### config.mk
export PLATFORM = sky130hd
export DESIGN_NAME = ldpc_bf_decoder_flat
export DESIGN_NICKNAME = d
export VERILOG_FILES = /design/src/rtl/ldpc_bf_decoder_pkg.sv /design/src/rtl/ldpc_bf_decoder_if.sv /design/src/rtl/ldpc_bf_decoder_syndrome.sv /design/src/rtl/ldpc_bf_decoder.sv /design/src/flat_wrapper.sv
export SDC_FILE = /design/constraint.sdc
export NUM_CORES = 1
export LEC_CHECK = 0
export ABC_AREA = 0
export CAP_MARGIN = 20
export CORE_UTILIZATION = 53
export CTS_CLUSTER_DIAMETER = 40
export DETAILED_ROUTE_END_ITERATION = 8
export HOLD_SLACK_MARGIN = 0.15
export PLACE_DENSITY = 0.76
export SKIP_LAST_GASP = 1
export SYNTH_ARGS = -nofsm -noshare
export SYNTH_HDL_FRONTEND = slang
export SYNTH_SLANG_ARGS = --single-unit
### constraint.sdc
create_clock -name clk_clk -period 2.5 [get_ports clk_clk]
set_clock_uncertainty 0.2 [all_clocks]
set_input_delay 0.25 -clock clk_clk [delete_from_list [all_inputs] [get_ports clk_clk]]
set_output_delay 0.25 -clock clk_clk [all_outputs]
set_load 0.05 [all_outputs]
### src/rtl/ldpc_bf_decoder_pkg.sv
// ----------------------------------------------------------------------------
// ldpc_pkg
// Shared definitions for the bit-flipping LDPC decoder.
//   PKG_N_BITS / PKG_N_CHK : default codeword length and parity-check count
//   H_MAT                  : parity-check matrix, row c = bits touched by check c
//   state_t                : decoder FSM states
//   popcount               : ones count of a vector up to 32 bits wide
//   iter_w                 : width of an iteration counter (never zero)
// ----------------------------------------------------------------------------
package ldpc_pkg;

    localparam int PKG_N_BITS = 16;
    localparam int PKG_N_CHK  = 8;

    // Every column holds exactly two ones and no two columns share the same
    // pair of rows, so the Tanner graph has no length-4 cycles. A single hard
    // error therefore leaves exactly its own two checks unsatisfied and is the
    // only bit that can reach an unsatisfied count of 2.
    //   col : 0    1    2    3    4    5    6    7
    //   rows: 0,1  2,3  4,5  6,7  0,2  1,3  4,6  5,7
    //   col : 8    9    10   11   12   13   14   15
    //   rows: 0,3  1,2  4,7  5,6  0,4  1,5  2,6  3,7
    localparam logic [PKG_N_CHK-1:0][PKG_N_BITS-1:0] H_MAT = {
        16'h8488,   // row 7
        16'h4848,   // row 6
        16'h2884,   // row 5
        16'h1444,   // row 4
        16'h8122,   // row 3
        16'h4212,   // row 2
        16'h2221,   // row 1
        16'h1111    // row 0
    };

    typedef enum logic [1:0] {
        LOAD = 2'd0,
        SYND = 2'd1,
        CHK  = 2'd2,
        OUT  = 2'd3
    } state_t;

    function automatic int unsigned popcount(input logic [31:0] v);
        int unsigned n;
        n = 0;
        for (int i = 0; i < 32; i++) begin
            n += {31'd0, v[i]};
        end
        return n;
    endfunction

    // A MAX_ITER of 0 would otherwise give a zero-width counter.
    function automatic int iter_w(input int max_iter);
        return (max_iter > 0) ? $clog2(max_iter + 1) : 1;
    endfunction

endpackage

### src/rtl/ldpc_bf_decoder_if.sv
// ----------------------------------------------------------------------------
// ldpc_bf_decoder_if
// Avalon-ST style input LLR stream and output decoded-bit stream of the
// decoder, plus the frame status side-band.
//   in_*       : codeword LLR stream (one LLR per beat)
//   out_*      : decoded bit stream, OUT_W bits per beat, with iteration count
//                and success flag held for the whole packet
//   frame_err  : one-cycle pulse when an input packet is malformed
// Modports: master = environment (LLR source / bit sink), slave = decoder.
// ----------------------------------------------------------------------------
interface ldpc_bf_decoder_if
    import ldpc_pkg::*;
#(
    parameter int LLR_W  = 6,
    parameter int OUT_W  = 2,
    parameter int ITER_W = iter_w(8)
);
    logic              in_startofpacket;
    logic              in_endofpacket;
    logic              in_valid;
    logic              in_ready;
    logic [LLR_W-1:0]  in_cw_in_data;
    logic              out_startofpacket;
    logic              out_endofpacket;
    logic              out_valid;
    logic              out_ready;
    logic [OUT_W-1:0]  out_data;
    logic [ITER_W-1:0] out_iter;
    logic              out_ok;
    logic              frame_err;

    modport master (
        output in_startofpacket, in_endofpacket, in_valid, in_cw_in_data, out_ready,
        input  in_ready, out_startofpacket, out_endofpacket, out_valid, out_data,
               out_iter, out_ok, frame_err
    );

    modport slave (
        input  in_startofpacket, in_endofpacket, in_valid, in_cw_in_data, out_ready,
        output in_ready, out_startofpacket, out_endofpacket, out_valid, out_data,
               out_iter, out_ok, frame_err
    );
endinterface

### src/rtl/ldpc_bf_decoder_syndrome.sv
// ----------------------------------------------------------------------------
// ldpc_syndrome
// Purely combinational check-node stage.
//   x_i     : current hard-decision codeword
//   synd_o  : syndrome, synd_o[c] = parity of (H[c] & x_i)
//   unsat_o : per-bit count of unsatisfied checks that touch that bit
// ----------------------------------------------------------------------------
module ldpc_syndrome
    import ldpc_pkg::*;
#(
    parameter int N_BITS = PKG_N_BITS,
    parameter int N_CHK  = PKG_N_CHK,
    parameter int CNT_W  = $clog2(PKG_N_CHK + 1),
    parameter logic [N_CHK-1:0][N_BITS-1:0] H = H_MAT
) (
    input  logic [N_BITS-1:0]            x_i,
    output logic [N_CHK-1:0]             synd_o,
    output logic [N_BITS-1:0][CNT_W-1:0] unsat_o
);

    genvar gi, gj;

    generate
        for (gi = 0; gi < N_CHK; gi++) begin : g_row
            assign synd_o[gi] = ^(H[gi] & x_i);
        end

        for (gj = 0; gj < N_BITS; gj++) begin : g_col
            // Column gj of H, i.e. the set of checks bit gj participates in.
            logic [N_CHK-1:0] col;
            for (gi = 0; gi < N_CHK; gi++) begin : g_bit
                assign col[gi] = H[gi][gj];
            end
            assign unsat_o[gj] = CNT_W'(popcount(32'(synd_o & col)));
        end
    endgenerate

endmodule

### src/rtl/ldpc_bf_decoder.sv
// ----------------------------------------------------------------------------
// ldpc_bf_decoder
// Hard-decision bit-flipping LDPC decoder. Loads one codeword of signed LLRs,
// keeps only their sign bits, then alternates syndrome evaluation and
// parallel bit flipping until the syndrome clears or MAX_ITER flips have been
// made, and finally streams the corrected bits out.
//   clk_clk       : clock
//   reset_reset_n : synchronous active-low reset
//   st            : stream interface (slave side), see ldpc_bf_decoder_if
// All interface outputs come straight from registers.
// ----------------------------------------------------------------------------
module ldpc_bf_decoder
    import ldpc_pkg::*;
#(
    parameter int LLR_W    = 6,
    parameter int OUT_W    = 2,
    parameter int N_BITS   = PKG_N_BITS,
    parameter int N_CHK    = PKG_N_CHK,
    parameter int MAX_ITER = 8,
    parameter int FLIP_TH  = 2,
    parameter logic [N_CHK-1:0][N_BITS-1:0] H = H_MAT
) (
    input  logic              clk_clk,
    input  logic              reset_reset_n,
    ldpc_bf_decoder_if.slave  st
);

    localparam int N_BEATS = N_BITS / OUT_W;
    localparam int IDX_W   = (N_BITS > 1) ? $clog2(N_BITS) : 1;
    localparam int BEAT_W  = (N_BEATS > 1) ? $clog2(N_BEATS) : 1;
    localparam int ITER_W  = iter_w(MAX_ITER);
    localparam int CNT_W   = $clog2(N_CHK + 1);

    localparam logic [IDX_W-1:0]  LAST_IDX  = IDX_W'(N_BITS - 1);
    localparam logic [BEAT_W-1:0] LAST_BEAT = BEAT_W'(N_BEATS - 1);
    localparam logic [ITER_W-1:0] ITER_LIM  = ITER_W'(MAX_ITER);
    localparam logic [CNT_W-1:0]  TH        = CNT_W'(FLIP_TH);

    // ------------------------------------------------------------------
    // State
    // ------------------------------------------------------------------
    state_t              state_q;
    logic                frame_open_q;
    logic [IDX_W-1:0]    idx_q;
    logic [N_BITS-1:0]   x_q;
    logic [N_CHK-1:0]    synd_q;
    logic [ITER_W-1:0]   iter_q;
    logic [BEAT_W-1:0]   beat_q;

    logic                in_ready_q;
    logic                out_valid_q;
    logic                out_sop_q;
    logic                out_eop_q;
    logic [OUT_W-1:0]    out_data_q;
    logic [ITER_W-1:0]   out_iter_q;
    logic                out_ok_q;
    logic                frame_err_q;

    // ------------------------------------------------------------------
    // Combinational helpers
    // ------------------------------------------------------------------
    logic                        in_fire_d;
    logic                        in_take_d;
    logic [IDX_W-1:0]            wr_idx_d;
    logic                        out_fire_d;
    logic [BEAT_W-1:0]           beat_d;
    logic [N_CHK-1:0]            synd_d;
    logic [N_BITS-1:0][CNT_W-1:0] unsat_d;
    logic [N_BITS-1:0]           flip_d;

    // Only the sign of each LLR is used by a hard-decision decoder.
    logic unused_llr_mag;
    assign unused_llr_mag = ^st.in_cw_in_data[LLR_W-2:0];

    always_comb begin
        in_fire_d  = st.in_valid && in_ready_q;
        // Beats outside an open frame count only if they start a new one.
        in_take_d  = in_fire_d && (st.in_startofpacket || frame_open_q);
        wr_idx_d   = st.in_startofpacket ? '0 : idx_q;
        out_fire_d = out_valid_q && st.out_ready;
        beat_d     = beat_q + 1'b1;
    end

    ldpc_syndrome #(
        .N_BITS (N_BITS),
        .N_CHK  (N_CHK),
        .CNT_W  (CNT_W),
        .H      (H)
    ) u_synd (
        .x_i     (x_q),
        .synd_o  (synd_d),
        .unsat_o (unsat_d)
    );

    // x_q does not change between SYND and CHK, so the live unsatisfied
    // counts in CHK belong to the syndrome registered in SYND.
    genvar gi;
    generate
        for (gi = 0; gi < N_BITS; gi++) begin : g_flip
            assign flip_d[gi] = (unsat_d[gi] >= TH);
        end
    endgenerate

    // ------------------------------------------------------------------
    // FSM with registered outputs
    // ------------------------------------------------------------------
    always_ff @(posedge clk_clk) begin
        if (!reset_reset_n) begin
            state_q      <= LOAD;
            frame_open_q <= 1'b0;
            idx_q        <= '0;
            x_q          <= '0;
            synd_q       <= '0;
            iter_q       <= '0;
            beat_q       <= '0;
            in_ready_q   <= 1'b0;
            out_valid_q  <= 1'b0;
            out_sop_q    <= 1'b0;
            out_eop_q    <= 1'b0;
            out_data_q   <= '0;
            out_iter_q   <= '0;
            out_ok_q     <= 1'b0;
            frame_err_q  <= 1'b0;
        end else begin
            frame_err_q <= 1'b0;
            case (state_q)
                LOAD: begin
                    in_ready_q <= 1'b1;
                    if (in_take_d) begin
                        x_q[wr_idx_d] <= st.in_cw_in_data[LLR_W-1];
                        if (st.in_endofpacket && (wr_idx_d == LAST_IDX)) begin
                            state_q      <= SYND;
                            in_ready_q   <= 1'b0;
                            frame_open_q <= 1'b0;
                        end else if (st.in_endofpacket || (wr_idx_d == LAST_IDX)) begin
                            // Short packet, or full length without eop.
                            frame_err_q  <= 1'b1;
                            frame_open_q <= 1'b0;
                        end else begin
                            frame_open_q <= 1'b1;
                            idx_q        <= wr_idx_d + 1'b1;
                        end
                    end
                end

                SYND: begin
                    synd_q  <= synd_d;
                    state_q <= CHK;
                end

                CHK: begin
                    if ((synd_q == '0) || (iter_q == ITER_LIM)) begin
                        state_q     <= OUT;
                        out_valid_q <= 1'b1;
                        out_sop_q   <= 1'b1;
                        out_eop_q   <= (N_BEATS == 1);
                        beat_q      <= '0;
                        out_data_q  <= x_q[OUT_W-1:0];
                        out_iter_q  <= iter_q;
                        out_ok_q    <= (synd_q == '0);
                    end else begin
                        x_q     <= x_q ^ flip_d;
                        iter_q  <= iter_q + 1'b1;
                        state_q <= SYND;
                    end
                end

                OUT: begin
                    if (out_fire_d) begin
                        if (beat_q == LAST_BEAT) begin
                            state_q     <= LOAD;
                            in_ready_q  <= 1'b1;
                            out_valid_q <= 1'b0;
                            out_sop_q   <= 1'b0;
                            out_eop_q   <= 1'b0;
                            iter_q      <= '0;
                        end else begin
                            beat_q     <= beat_d;
                            out_data_q <= x_q[int'(beat_d)*OUT_W +: OUT_W];
                            out_sop_q  <= 1'b0;
                            out_eop_q  <= (beat_d == LAST_BEAT);
                        end
                    end
                end

                default: state_q <= LOAD;
            endcase
        end
    end

    assign st.in_ready          = in_ready_q;
    assign st.out_valid         = out_valid_q;
    assign st.out_startofpacket = out_sop_q;
    assign st.out_endofpacket   = out_eop_q;
    assign st.out_data          = out_data_q;
    assign st.out_iter          = out_iter_q;
    assign st.out_ok            = out_ok_q;
    assign st.frame_err         = frame_err_q;

endmodule

### src/flat_wrapper.sv
// flat-port wrapper written by rule: the top's interface ports become plain ports
module ldpc_bf_decoder_flat import ldpc_pkg::*;
#(
    parameter int LLR_W    = 6,
    parameter int OUT_W    = 2,
    parameter int N_BITS   = PKG_N_BITS,
    parameter int N_CHK    = PKG_N_CHK,
    parameter int MAX_ITER = 8,
    parameter int FLIP_TH  = 2,
    parameter logic [N_CHK-1:0][N_BITS-1:0] H = H_MAT
)
  (clk_clk, reset_reset_n, st_in_startofpacket, st_in_endofpacket, st_in_valid, st_in_cw_in_data, st_out_ready, st_in_ready, st_out_startofpacket, st_out_endofpacket, st_out_valid, st_out_data, st_out_iter, st_out_ok, st_frame_err);
  ldpc_bf_decoder_if #(.LLR_W(LLR_W), .OUT_W(OUT_W), .ITER_W(4)) st_i ();
  input  logic clk_clk;
  input  logic reset_reset_n;
  input wire logic [$bits(st_i.in_startofpacket)-1:0] st_in_startofpacket;
  input wire logic [$bits(st_i.in_endofpacket)-1:0] st_in_endofpacket;
  input wire logic [$bits(st_i.in_valid)-1:0] st_in_valid;
  input wire logic [$bits(st_i.in_cw_in_data)-1:0] st_in_cw_in_data;
  input wire logic [$bits(st_i.out_ready)-1:0] st_out_ready;
  output wire logic [$bits(st_i.in_ready)-1:0] st_in_ready;
  output wire logic [$bits(st_i.out_startofpacket)-1:0] st_out_startofpacket;
  output wire logic [$bits(st_i.out_endofpacket)-1:0] st_out_endofpacket;
  output wire logic [$bits(st_i.out_valid)-1:0] st_out_valid;
  output wire logic [$bits(st_i.out_data)-1:0] st_out_data;
  output wire logic [$bits(st_i.out_iter)-1:0] st_out_iter;
  output wire logic [$bits(st_i.out_ok)-1:0] st_out_ok;
  output wire logic [$bits(st_i.frame_err)-1:0] st_frame_err;
  assign st_i.in_startofpacket = st_in_startofpacket;
  assign st_i.in_endofpacket = st_in_endofpacket;
  assign st_i.in_valid = st_in_valid;
  assign st_i.in_cw_in_data = st_in_cw_in_data;
  assign st_i.out_ready = st_out_ready;
  assign st_in_ready = st_i.in_ready;
  assign st_out_startofpacket = st_i.out_startofpacket;
  assign st_out_endofpacket = st_i.out_endofpacket;
  assign st_out_valid = st_i.out_valid;
  assign st_out_data = st_i.out_data;
  assign st_out_iter = st_i.out_iter;
  assign st_out_ok = st_i.out_ok;
  assign st_frame_err = st_i.frame_err;
  ldpc_bf_decoder #(.LLR_W(LLR_W), .OUT_W(OUT_W), .N_BITS(N_BITS), .N_CHK(N_CHK), .MAX_ITER(MAX_ITER), .FLIP_TH(FLIP_TH), .H(H)) u_core (.clk_clk(clk_clk), .reset_reset_n(reset_reset_n), .st(st_i));
endmodule
==> reports/metrics.json <==
{
  "outcome": {
    "status": "completed"
  },
  "placement": {
    "gp_routability_congestion": 0.920,
    "port-buffer-count": 18,
    "place_hpwl_mm": 5.56,
    "placedCellCount": 457,
    "place_ws_ps": 25.8
  },
  "yosys": {
    "yosys_register_bits": 50,
    "async_reset_ff_share_pct": 0,
    "synth_flop_cell": "dfxtp_1",
    "combined_area_of_all_synthesized_cells_sq_um": 3330,
    "synth_xor_xnor_area_share_pct": 9.31,
    "synth_edf_count": 0,
    "post_synth_num_cell_types": 59,
    "synth-simple-area-share_pct": 23.4,
    "synthesis.nets": 393,
    "yosysWarningCount": 0,
    "yosys.area.top_type": "dfxtp_1",
    "synth.most_common_cell": "dfxtp_1",
    "post_synth_mux_area_share_pct": 5.22,
    "synth_top_cells_by_count": "50 x dfxtp_1, 27 x nand2_1, 26 x nor4_1, 22 x nor2_1, 22 x o211a_1",
    "syn-instance-count": 372,
    "synth_fa_ha_area_share_pct": 3.38,
    "synthesis.area_per_instance_sq_um": 8.96,
    "sequential_to_total_area_share_from_yosys_stat_pct": 30.0,
    "combinational_family_with_the_most_area_after_synthesis": "simple AND/OR/NAND/NOR gates",
    "portion_of_synthesized_cell_area_occupied_by_the_leading_cell_type_pct": 30.0,
    "compound_gate_fraction_of_synth_area_pct": 22.8,
    "synthTopCellsByArea": "dfxtp_1 30%, o211a_1 6.6%, xnor2_2 5.4%"
  },
  "drt": {
    "routed_wl_mm": 7.72,
    "antenna_violating_nets_left": 0,
    "drtIter0Drc": 196,
    "router_iterations_before_antenna_repair": 4,
    "viasPerCell": 6.25,
    "drt_drc_violations_left": 0,
    "detail_route.wl_per_cell_microns": 16.6,
    "dr_total_vias": 2908
  },
  "setup_path": {
    "rrSetupSlack_ps": 190,
    "reg2reg_from": "u_core.beat_q[0]$_SDFFE_PN0P_",
    "worst-path-max-fanout": 3,
    "worst_setup_path_end_kind": "register",
    "worstRegToRegCells": 7,
    "worstReg2RegEnd": "u_core.st.out_data[1]$_SDFFE_PN0P_",
    "crit_arrival_ps": 2330,
    "worst_setup_path_start_kind": "register",
    "worstPathRequired_ps": 2520,
    "critical_path_class": "register to register"
  },
  "power_and_ir_drop": {
    "p_leak_nw": 1.46,
    "power.share.clock_pct": 31.2,
    "switching_share_pct": 31.4,
    "seq_power_share_pct": 51.4,
    "ir_drop_mv": 0.302,
    "share_comb_of_total_power_pct": 17.4,
    "netSwitchingPower_w": 0.000518,
    "pwr_density_cell_nw_per_um2": 447,
    "total_internal_power_w": 0.00113
  },
  "sta": {
    "peak_freq_ghz": 0.432,
    "finalSetupViolations": 0,
    "min_period_ps": 2310,
    "max_slew.worst_pin.slew_ps": 523,
    "maxSlewHeadroom_pct": 65.0,
    "grt_setup_unrepaired": "false",
    "final-max-slew-violation-count": 0,
    "layout_worst_path_cycle_share_pct": 92.5,
    "setup_slack_ps": 187,
    "setup-tns-final_ps": 0,
    "report.final.hold_viol_count": 0,
    "hold_ws_ps": 261
  },
  "die": {
    "die_x_microns": 81.3,
    "floorplan.die.height_microns": 81.3,
    "floorplan.die_area_sq_um": 6610,
    "placeableCoreArea_sq_um": 5990,
    "rows": 28,
    "initial_utilization_pct": 55.6,
    "num_io_pins": 24
  },
  "layout": {
    "final_core_util_pct": 61.5,
    "layout_nets": 410,
    "fraction_of_final_layout_cells_sized_beyond_drive_strength_1_pct": 13.1,
    "finished_layout_cells": 465,
    "ant_cells": 0,
    "area_growth_from_synthesis_to_layout_pct": 10.5
  },
  "clock_network": {
    "cts_tree": "yes",
    "cts_post_setup_buffers_inserted": 0,
    "ctsResizeCount": 0,
    "ctsRootBufferMaster": "clkbuf_8",
    "register_clock_pin_slew_on_the_reported_worst_setup_and_hold_paths_ps": 100,
    "max-clock-path-buffers": 2,
    "cts_max_level": 2,
    "insertion_delay_to_the_later_sink_of_the_worst_skew_pair_ps": 320,
    "cts.hold.buffers_added": 0,
    "clock_sink_count": 50,
    "cts_buffers": 5
  },
  "global_routing": {
    "grt_pass1_vias": 2830,
    "grt_remaining_overflow": 0,
    "global_route.usage.total_pct": 25.9,
    "grt_start_max_net_pins": 48,
    "number_of_antenna_violations_at_the_first_check_in_global_routing": 0,
    "global_route_wire_length_before_repair_mm": 13.2
  },
  "min_path": {
    "hold_depth": 2,
    "min_delay_worst_endpoint": "u_core.st.out_endofpacket$_SDFFE_PN0P_",
    "holdCritPathClass": "register to register",
    "holdCritStartpoint": "u_core.st.out_endofpacket$_SDFFE_PN0P_"
  },
  "run": {
    "maxCapViolations": 0
  }
}
## kinds of logic after synthesis
group                    count (synthesis)
AND/OR/NAND/NOR                        138
flip-flops                              50
buffers and inverters                   36
AO/OA/AOI/OAI                          102
XOR/XNOR                                26
adder cells (fa/ha/maj)                  9
multiplexers                            11
## how the worst max path moves through the flow
| stage | startpoint | endpoint | slack (ps) | cells after the start |
|---|---|---|---|---|
| 6_report | u_core.beat_q[0]$_SDFFE_PN0P_ | u_core.st.out_data[1]$_SDFFE_PN0P_ | 190 | 7 |
| 5_1_grt | u_core.beat_q[0]$_SDFFE_PN0P_ | u_core.st.out_data[0]$_SDFFE_PN0P_ | 70 | 7 |
| 3_3_place_gp | st_in_startofpacket | u_core.idx_q[3]$_SDFFE_PN0P_ | 60 | 9 |
| 4_1_cts | u_core.beat_q[0]$_SDFFE_PN0P_ | u_core.st.out_data[1]$_SDFFE_PN0P_ | 190 | 7 |
| 3_5_place_dp | st_in_startofpacket | u_core.idx_q[3]$_SDFFE_PN0P_ | 30 | 9 |
| 2_1_floorplan | u_core.beat_q[0]$_SDFFE_PN0P_ | u_core.st.out_data[1]$_SDFFE_PN0P_ | 150 | 7 |
## registers in the layout, summed over array words and instances, names as in the netlist, 2 cells and up
register and count:
u_core.st.out_data 2, u_core.iter_q 4, u_core.idx_q 4, u_core.st.out_iter 4, u_core.beat_q 3, u_core.synd_q 8, u_core.state_q 2, u_core.x_q 16
## metal layers
metal	wire, microns	GRT usage [%]
met2	3620	42.4
met4	112	9.82
met1	3560	33.8
met5	0	0
met3	429	4.49
## power by group through the flow
stage | clock [W] | combinational, W | sequential, W
2_1_floorplan | 0 | 0.000195 | 0.000873
3_3_place_gp | 0 | 0.000280 | 0.000863
3_5_place_dp | 0 | 0.000284 | 0.000864
4_1_cts | 0.000518 | 0.000285 | 0.000846
5_1_grt | 0.000550 | 0.000312 | 0.000850
6_report | 0.000515 | 0.000286 | 0.000846
## through the flow
stage                     total power, W  area, sq um
after floorplan                  0.00107         3330
after global placement           0.00114         3590
after detailed placement         0.00115         3590
after CTS                        0.00165         3680
after global routing             0.00171         3680
final                            0.00165         3680
## layout by cell type, fill, tap and decap left out, types with 6 or more instances in the layout
cell type,count
nor3_1,11
nor2b_1,16
o21ai_0,17
ha_1,9
a31oi_1,8
a21oi_1,17
clkdlybuf4s50_1,18
dfxtp_1,50
buf_4,19
o211a_1,22
nand2_1,27
o211ai_1,6
nor2_1,22
xnor2_1,14
inv_1,9
nor4_1,26
xnor2_2,11
## critical path, stage by stage (launching register included)
cell and delay [ps]:
dfxtp_1 340, inv_1 60, ha_1 350, mux4_1 580
mux2_2 290, a22oi_2 150, o2bb2ai_1 90, and2_1 150
## area by class of cell
class                           instances  area [sq um]
Clock buffer                            5          68.8
Sequential cell                        50          1000
Fill cell                             519          2310
Clock inverter                          3          25.0
Timing Repair Buffer                   37           323
Inverter                                9          33.8
Multi-Input combinational cell        286          2140
Tap cell                               75          93.8
No activity file was read; power rests on OpenSTA's default activity.
